==> src/rtl/sram_arb_pkg.sv <==
// Shared types and default sizing for the two-port SRAM arbiter.
package sram_arb_pkg;

  localparam int NREQ  = 4;
  localparam int DEPTH = 480;
  localparam int AW    = 16;
  localparam int DW    = 32;
  localparam int IDW   = (NREQ > 1) ? $clog2(NREQ) : 1;

  typedef logic [IDW-1:0] req_id_t;

  // Per-port record of what was issued to the SRAM, carried into the response cycle.
  typedef struct packed {
    logic    valid;
    logic    is_read;
    req_id_t id;
  } port_tag_t;

endpackage

==> src/rtl/sram_arb_rr_pick.sv <==
// Round-robin scan of a request mask starting at ptr_i; returns the first two hits one-hot.
module sram_arb_rr_pick
  import sram_arb_pkg::*;
#(
  parameter int N = NREQ
) (
  input  logic [N-1:0] mask_i,
  input  req_id_t      ptr_i,
  output logic [N-1:0] first_o,
  output logic [N-1:0] second_o
);

  req_id_t idx;
  logic    got_first;
  logic    got_second;

  always_comb begin
    // NOTE: every signal written here gets a default first, so no path can infer a latch.
    first_o    = '0;
    second_o   = '0;
    got_first  = 1'b0;
    got_second = 1'b0;
    idx        = '0;
    for (int k = 0; k < N; k++) begin
      idx = req_id_t'((int'(ptr_i) + k) % N);
      if (mask_i[idx]) begin
        if (!got_first) begin
          first_o[idx] = 1'b1;
          got_first    = 1'b1;
        end else if (!got_second) begin
          second_o[idx] = 1'b1;
          got_second    = 1'b1;
        end
      end
    end
  end

endmodule

==> src/rtl/sram_arb_ctrl.sv <==
// Round-robin arbiter mapping NREQ requesters onto a two-port SRAM with one-cycle read return.
// Optional build macro SRAM_ARB_RANGE_CHK_EN adds out-of-range address detection and the err port.
module sram_arb_ctrl #(
  parameter int NREQ  = sram_arb_pkg::NREQ,
  parameter int DEPTH = sram_arb_pkg::DEPTH,
  parameter int AW    = sram_arb_pkg::AW,
  parameter int DW    = sram_arb_pkg::DW
) (
  input  logic              clk,
  input  logic              rst,
  input  logic [NREQ-1:0]   req_valid,
  output logic [NREQ-1:0]   req_ready,
  input  logic [NREQ*AW-1:0] req_addr,
  input  logic [NREQ*4-1:0] req_wea,
  input  logic [NREQ*DW-1:0] req_wdata,
  output logic [NREQ-1:0]   rsp_valid,
  output logic [NREQ*DW-1:0] rsp_rdata,
  output logic [3:0]        wea0,
  output logic [AW-1:0]     addr0,
  output logic [DW-1:0]     wdata0,
  input  logic [DW-1:0]     rdata0,
  output logic [3:0]        wea1,
  output logic [AW-1:0]     addr1,
  output logic [DW-1:0]     wdata1,
  input  logic [DW-1:0]     rdata1
`ifdef SRAM_ARB_RANGE_CHK_EN
  ,
  output logic [NREQ-1:0]   err
`endif
);

  import sram_arb_pkg::*;

  logic [AW-1:0]   addr_a  [NREQ];
  logic [3:0]      wea_a   [NREQ];
  logic [DW-1:0]   wdata_a [NREQ];
  logic [NREQ-1:0] is_rd;
  logic [NREQ-1:0] pick_mask, first_oh, second_oh, grant_vec;
  req_id_t         id0, id1, last, rr_ptr_q, rr_ptr_d;
  logic            g0, g1;
  port_tag_t       tag0_q, tag0_d, tag1_q, tag1_d;

  always_comb begin
    for (int i = 0; i < NREQ; i++) begin
      addr_a[i]  = req_addr[i*AW +: AW];
      wea_a[i]   = req_wea[i*4 +: 4];
      wdata_a[i] = req_wdata[i*DW +: DW];
      is_rd[i]   = (req_wea[i*4 +: 4] == 4'b0000);
    end
  end

`ifdef SRAM_ARB_RANGE_CHK_EN
  logic [NREQ-1:0] in_range, oor_acc, err_q, oor_rd_q;

  always_comb begin
    for (int i = 0; i < NREQ; i++) in_range[i] = (addr_a[i] < AW'(DEPTH));
  end

  // Out-of-range requests are accepted directly and never reach the picker.
  assign oor_acc   = rst ? '0 : (req_valid & ~in_range);
  assign pick_mask = rst ? '0 : (req_valid & in_range);
  assign req_ready = grant_vec | oor_acc;
  assign err       = err_q;
`else
  assign pick_mask = rst ? '0 : req_valid;
  assign req_ready = grant_vec;
`endif

  sram_arb_rr_pick #(.N(NREQ)) u_pick (
    .mask_i   (pick_mask),
    .ptr_i    (rr_ptr_q),
    .first_o  (first_oh),
    .second_o (second_oh)
  );

  always_comb begin
    id0 = '0;
    id1 = '0;
    for (int i = 0; i < NREQ; i++) begin
      if (first_oh[i])  id0 = req_id_t'(i);
      if (second_oh[i]) id1 = req_id_t'(i);
    end
    g0 = |first_oh;
    // The second pick waits rather than hit the same word as port 0.
    g1 = (|second_oh) && (addr_a[id1] != addr_a[id0]);
    grant_vec = (g0 ? first_oh : '0) | (g1 ? second_oh : '0);

    wea0   = g0 ? wea_a[id0]   : '0;
    addr0  = g0 ? addr_a[id0]  : '0;
    wdata0 = g0 ? wdata_a[id0] : '0;
    wea1   = g1 ? wea_a[id1]   : '0;
    addr1  = g1 ? addr_a[id1]  : '0;
    wdata1 = g1 ? wdata_a[id1] : '0;

    last     = g1 ? id1 : id0;
    rr_ptr_d = rr_ptr_q;
    if (g0) rr_ptr_d = (int'(last) == NREQ - 1) ? '0 : last + req_id_t'(1);

    tag0_d = '{valid: g0, is_read: g0 && is_rd[id0], id: id0};
    tag1_d = '{valid: g1, is_read: g1 && is_rd[id1], id: id1};
  end

  always_ff @(posedge clk or posedge rst) begin
    if (rst) begin
      rr_ptr_q <= '0;
      tag0_q   <= '0;
      tag1_q   <= '0;
`ifdef SRAM_ARB_RANGE_CHK_EN
      err_q    <= '0;
      oor_rd_q <= '0;
`endif
    end else begin
      // NOTE: non-blocking assignments so every register samples pre-edge values.
      rr_ptr_q <= rr_ptr_d;
      tag0_q   <= tag0_d;
      tag1_q   <= tag1_d;
`ifdef SRAM_ARB_RANGE_CHK_EN
      err_q    <= oor_acc;
      oor_rd_q <= oor_acc & is_rd;
`endif
    end
  end

  always_comb begin
    rsp_valid = '0;
    rsp_rdata = '0;
    if (tag0_q.valid && tag0_q.is_read) begin
      rsp_valid[tag0_q.id]             = 1'b1;
      rsp_rdata[tag0_q.id*DW +: DW]    = rdata0;
    end
    if (tag1_q.valid && tag1_q.is_read) begin
      rsp_valid[tag1_q.id]             = 1'b1;
      rsp_rdata[tag1_q.id*DW +: DW]    = rdata1;
    end
`ifdef SRAM_ARB_RANGE_CHK_EN
    rsp_valid = rsp_valid | oor_rd_q;
`endif
  end

endmodule

==> config.mk <==
export PLATFORM = sky130hd
export DESIGN_NAME = sram_arb_ctrl
export DESIGN_NICKNAME = d
export VERILOG_FILES = /design/src/rtl/sram_arb_pkg.sv /design/src/rtl/sram_arb_rr_pick.sv /design/src/rtl/sram_arb_ctrl.sv
export SDC_FILE = /design/constraint.sdc
export NUM_CORES = 1
export LEC_CHECK = 0
export ABC_AREA = 1
export BUFFER_PORTS_ARGS = -buffer_cell sky130_fd_sc_hd__buf_2
export CAP_MARGIN = 0
export CORE_AREA = 2 2 199 201
export CTS_CLUSTER_SIZE = 12
export DETAILED_ROUTE_END_ITERATION = 8
export DIE_AREA = 0 0 201 203
export HOLD_SLACK_MARGIN = 0.1
export MAX_ROUTING_LAYER = met4
export PLACE_DENSITY = 0.46
export REMOVE_ABC_BUFFERS = 1
export SLEW_MARGIN = 10
export SYNTH_ARGS = -nofsm -noshare
export SYNTH_HDL_FRONTEND = slang
export SYNTH_HIERARCHICAL = 1
export SYNTH_SLANG_ARGS = --single-unit
==> constraint.sdc <==
create_clock -name clk -period 4.5 [get_ports clk]
set_input_delay 0.45 -clock clk [delete_from_list [all_inputs] [get_ports clk]]
set_output_delay 0.45 -clock clk [all_outputs]
set_load 0.1 [all_outputs]
==> summary.md <==
| Metric | Value |
|---|---|
| Congestion Overflow GR | 0 |
| Worst path max stage delay | 0.58 ns |
| Worst skew pair latency | 0.24 ns |
| Synthesized area | 7210 µm² |
| Share of cells above drive strength 1 | 35.5% |
| HPWL Detailed | 41000 µm |
| Max-slew violations | 0 |
| Synth top area cells | nand2_1, o21ai_0, a21oi_1 |
| Htree depth | 1 |
| Period utilisation layout | 96.4% |
| Worst Path Required | 4.05 ns |
| Max FO, Critical Path | 83 |
| First-pass GRT wire length | 74100 µm |
| Syn_area_per_cell | 4.98 µm² |
| Drt pass-1 iters | 5 |
| Min cycle time layout | 4.34 ns |
| Vias per cell | 5.06 |
| TritonCTS Buffers | 3 |
| Fill cells | 4283 |
| Number of port buffers | 517 |
| Critical-path cell list | inv_2, ha_4, inv_1, nand3_2, nand2_4, nand3_4, a21oi_4, nand2_1, nand2_1, inv_2, a21oi_4, buf_12, buf_4, a21oi_1, nor3_1, buf_12 |
| Post-Syn Instances | 1447 |
| Tot GR Track Use | 24.2% |
| Die span in x | 201 µm |
| Status | completed |
| Worst slew pin tran | 1.16 ns |
| Routed WL | 51600 µm |
| Cell taking the most area after synthesis | nand2_1 |
| Final number of setup-violating endpoints | 0 |
| Critical path class | register to output port |
| HP Class | input port to asynchronous set/reset pin |
| Max frequency | 230 MHz |
| Yosys reg bits | 10 |
| TNS Setup | 0 ns |
| Synthesis Warnings | 6 |
| # IOs | 518 |
| Placed Area | 12600 µm² |
| Crit path max-delay family | buffers and inverters |
| Largest net degree at the start of global routing | 104 |
| # DRC | 0 |
| CP arrival | 3.89 ns |
| Seq/Total Area, Yosys | 3.47% |
| TritonCTS clock tree | done |
| Post-Layout Cell Count | 2451 |
| Worst hold slack | 0.235 ns |
| WL per Instance | 21.1 µm |
| Clock transition at path regs | 0.04 ns |
| Distinct cells, synth | 34 |
| Relative max-transition margin | 22.4% |
| Core area | 38500 µm² |
| Final Net Count | 2217 |
| Maxcap violations | 0 |
| CP startpoint kind | register |
| Top cell type's share of synthesized area | 19.3% |
| Initial Util | 18.7% |
| Routed via count | 12400 |
| Clock Sinks | 10 |
| Placer Congestion | 0.993 |
| Most common cell after layout, fill and taps aside | nand2_1 |
| Die height | 203 µm |
| Layout area overhead | 84.5% |
| Clock Path Buffers | 2 |
| # rows | 72 |
| Initial antenna violation count | 16 |
| Cell count after placement | 2420 |
| Clock root cell | clkbuf_16 |
| Die ar. | 40800 µm² |
| Critical Path End Type | output port |
| Buf+Inv Stages, Crit Path | 6 |
| CP max stage cell | buf_4 |
| Most frequent cells in the layout | nand2_1, buf_2, inv_1, buf_12, o21ai_0 |
| Vias in the first global route | 12000 |
| Final ANT Viol Nets | 0 |
| Clock Skew | 0.00159 ns |
| Final instance area | 13300 µm² |
| Iteration-0 DRC Markers | 735 |
| Endpoints failing hold | 0 |
==> flip-flops by register name, indices dropped and copies added, names as in the netlist <==
name	count
tag1_q	4
rr_ptr_q	2
tag0_q	4
==> synth_stat cells, drive strengths merged <==
cell    instances
nor3           75
buf            30
or3             1
a21oi         135
nand4           3
a211oi         36
inv           169
o32ai          30
o41ai          29
nand2         384
nor4            4
nand3b          1
nand3          95
o22ai          66
a221oi          2
ha             20
a22o            2
o21bai          1
nor2          114
clkbuf         93
o21ai         147
dfrtp          10
==> metrics by stage <==
stage,util (%),setup WS [ns]
after floorplan,-,-2.83
after detailed placement,32.8,0.104
after CTS,33.1,0.00290
after global routing,34.6,-0.00137
final,34.6,0.162
after global placement,32.8,0.113
==> logic make-up (layout without fill, tap and decap cells) <==
group | after synthesis | in the layout | synth area share, %
AOI/OAI and AO/OA | 448 | 448 | 37.2
adders and majority gates | 20 | 20 | 3.47
buffers and inverters | 292 | 762 | 16.0
DFF | 10 | 10 | 3.47
other | 0 | 15 | 0
and+or+nand+nor | 677 | 678 | 39.8
==> timing repair <==
item                                   in CTS  in global routing
resized for setup                          10                110
gates cloned                                0                  4
pin swaps                                   0                  6
buffers inserted                            0                  8
endpoints found under the hold margin       0                  0
setup endpoints to repair                  10                 76
hold buffers                                0                  0
==> metal layers <==
metal  up-vias  GRT usage [%]  wire [µm]
met5         -              -          0
met4         0           7.33       1800
met3        80           5.33       4550
met2       685           44.7      26400
met1      5727           25.6      18900
li1       5920              -          -
==> path summary, 6_finish.rpt <==
check	startpoint	endpoint	slack, ns	cells past startpoint
max in group asynchronous	rst	tag1_q[2]	3.97	2
min reg2reg	rr_ptr_q[1]	rr_ptr_q[1]	0.63	3
min in group clk	req_wea[7]	tag1_q[2]	0.56	4
min	rst	tag0_q[0]	0.23	2
max	rr_ptr_q[0]	wdata0[21]	0.16	16
max reg2reg	rr_ptr_q[0]	rr_ptr_q[1]	0.79	27
==> area by class of cell <==
cell class | count | area (µm²) | area share (%)
Clock buffer | 4 | 88.8 | 0.668
Timing Repair Buffer | 589 | 5540 | 41.7
Sequential cell | 10 | 250 | 1.88
Inverter | 169 | 637 | 4.79
Antenna cell | 15 | 37.5 | 0.282
Multi-Input combinational cell | 1146 | 6100 | 45.9
Tap cell | 518 | 648 | 4.87
Power is not shown: default switching activity piles up to over one toggle a cycle in this logic, so the estimate is an artifact.
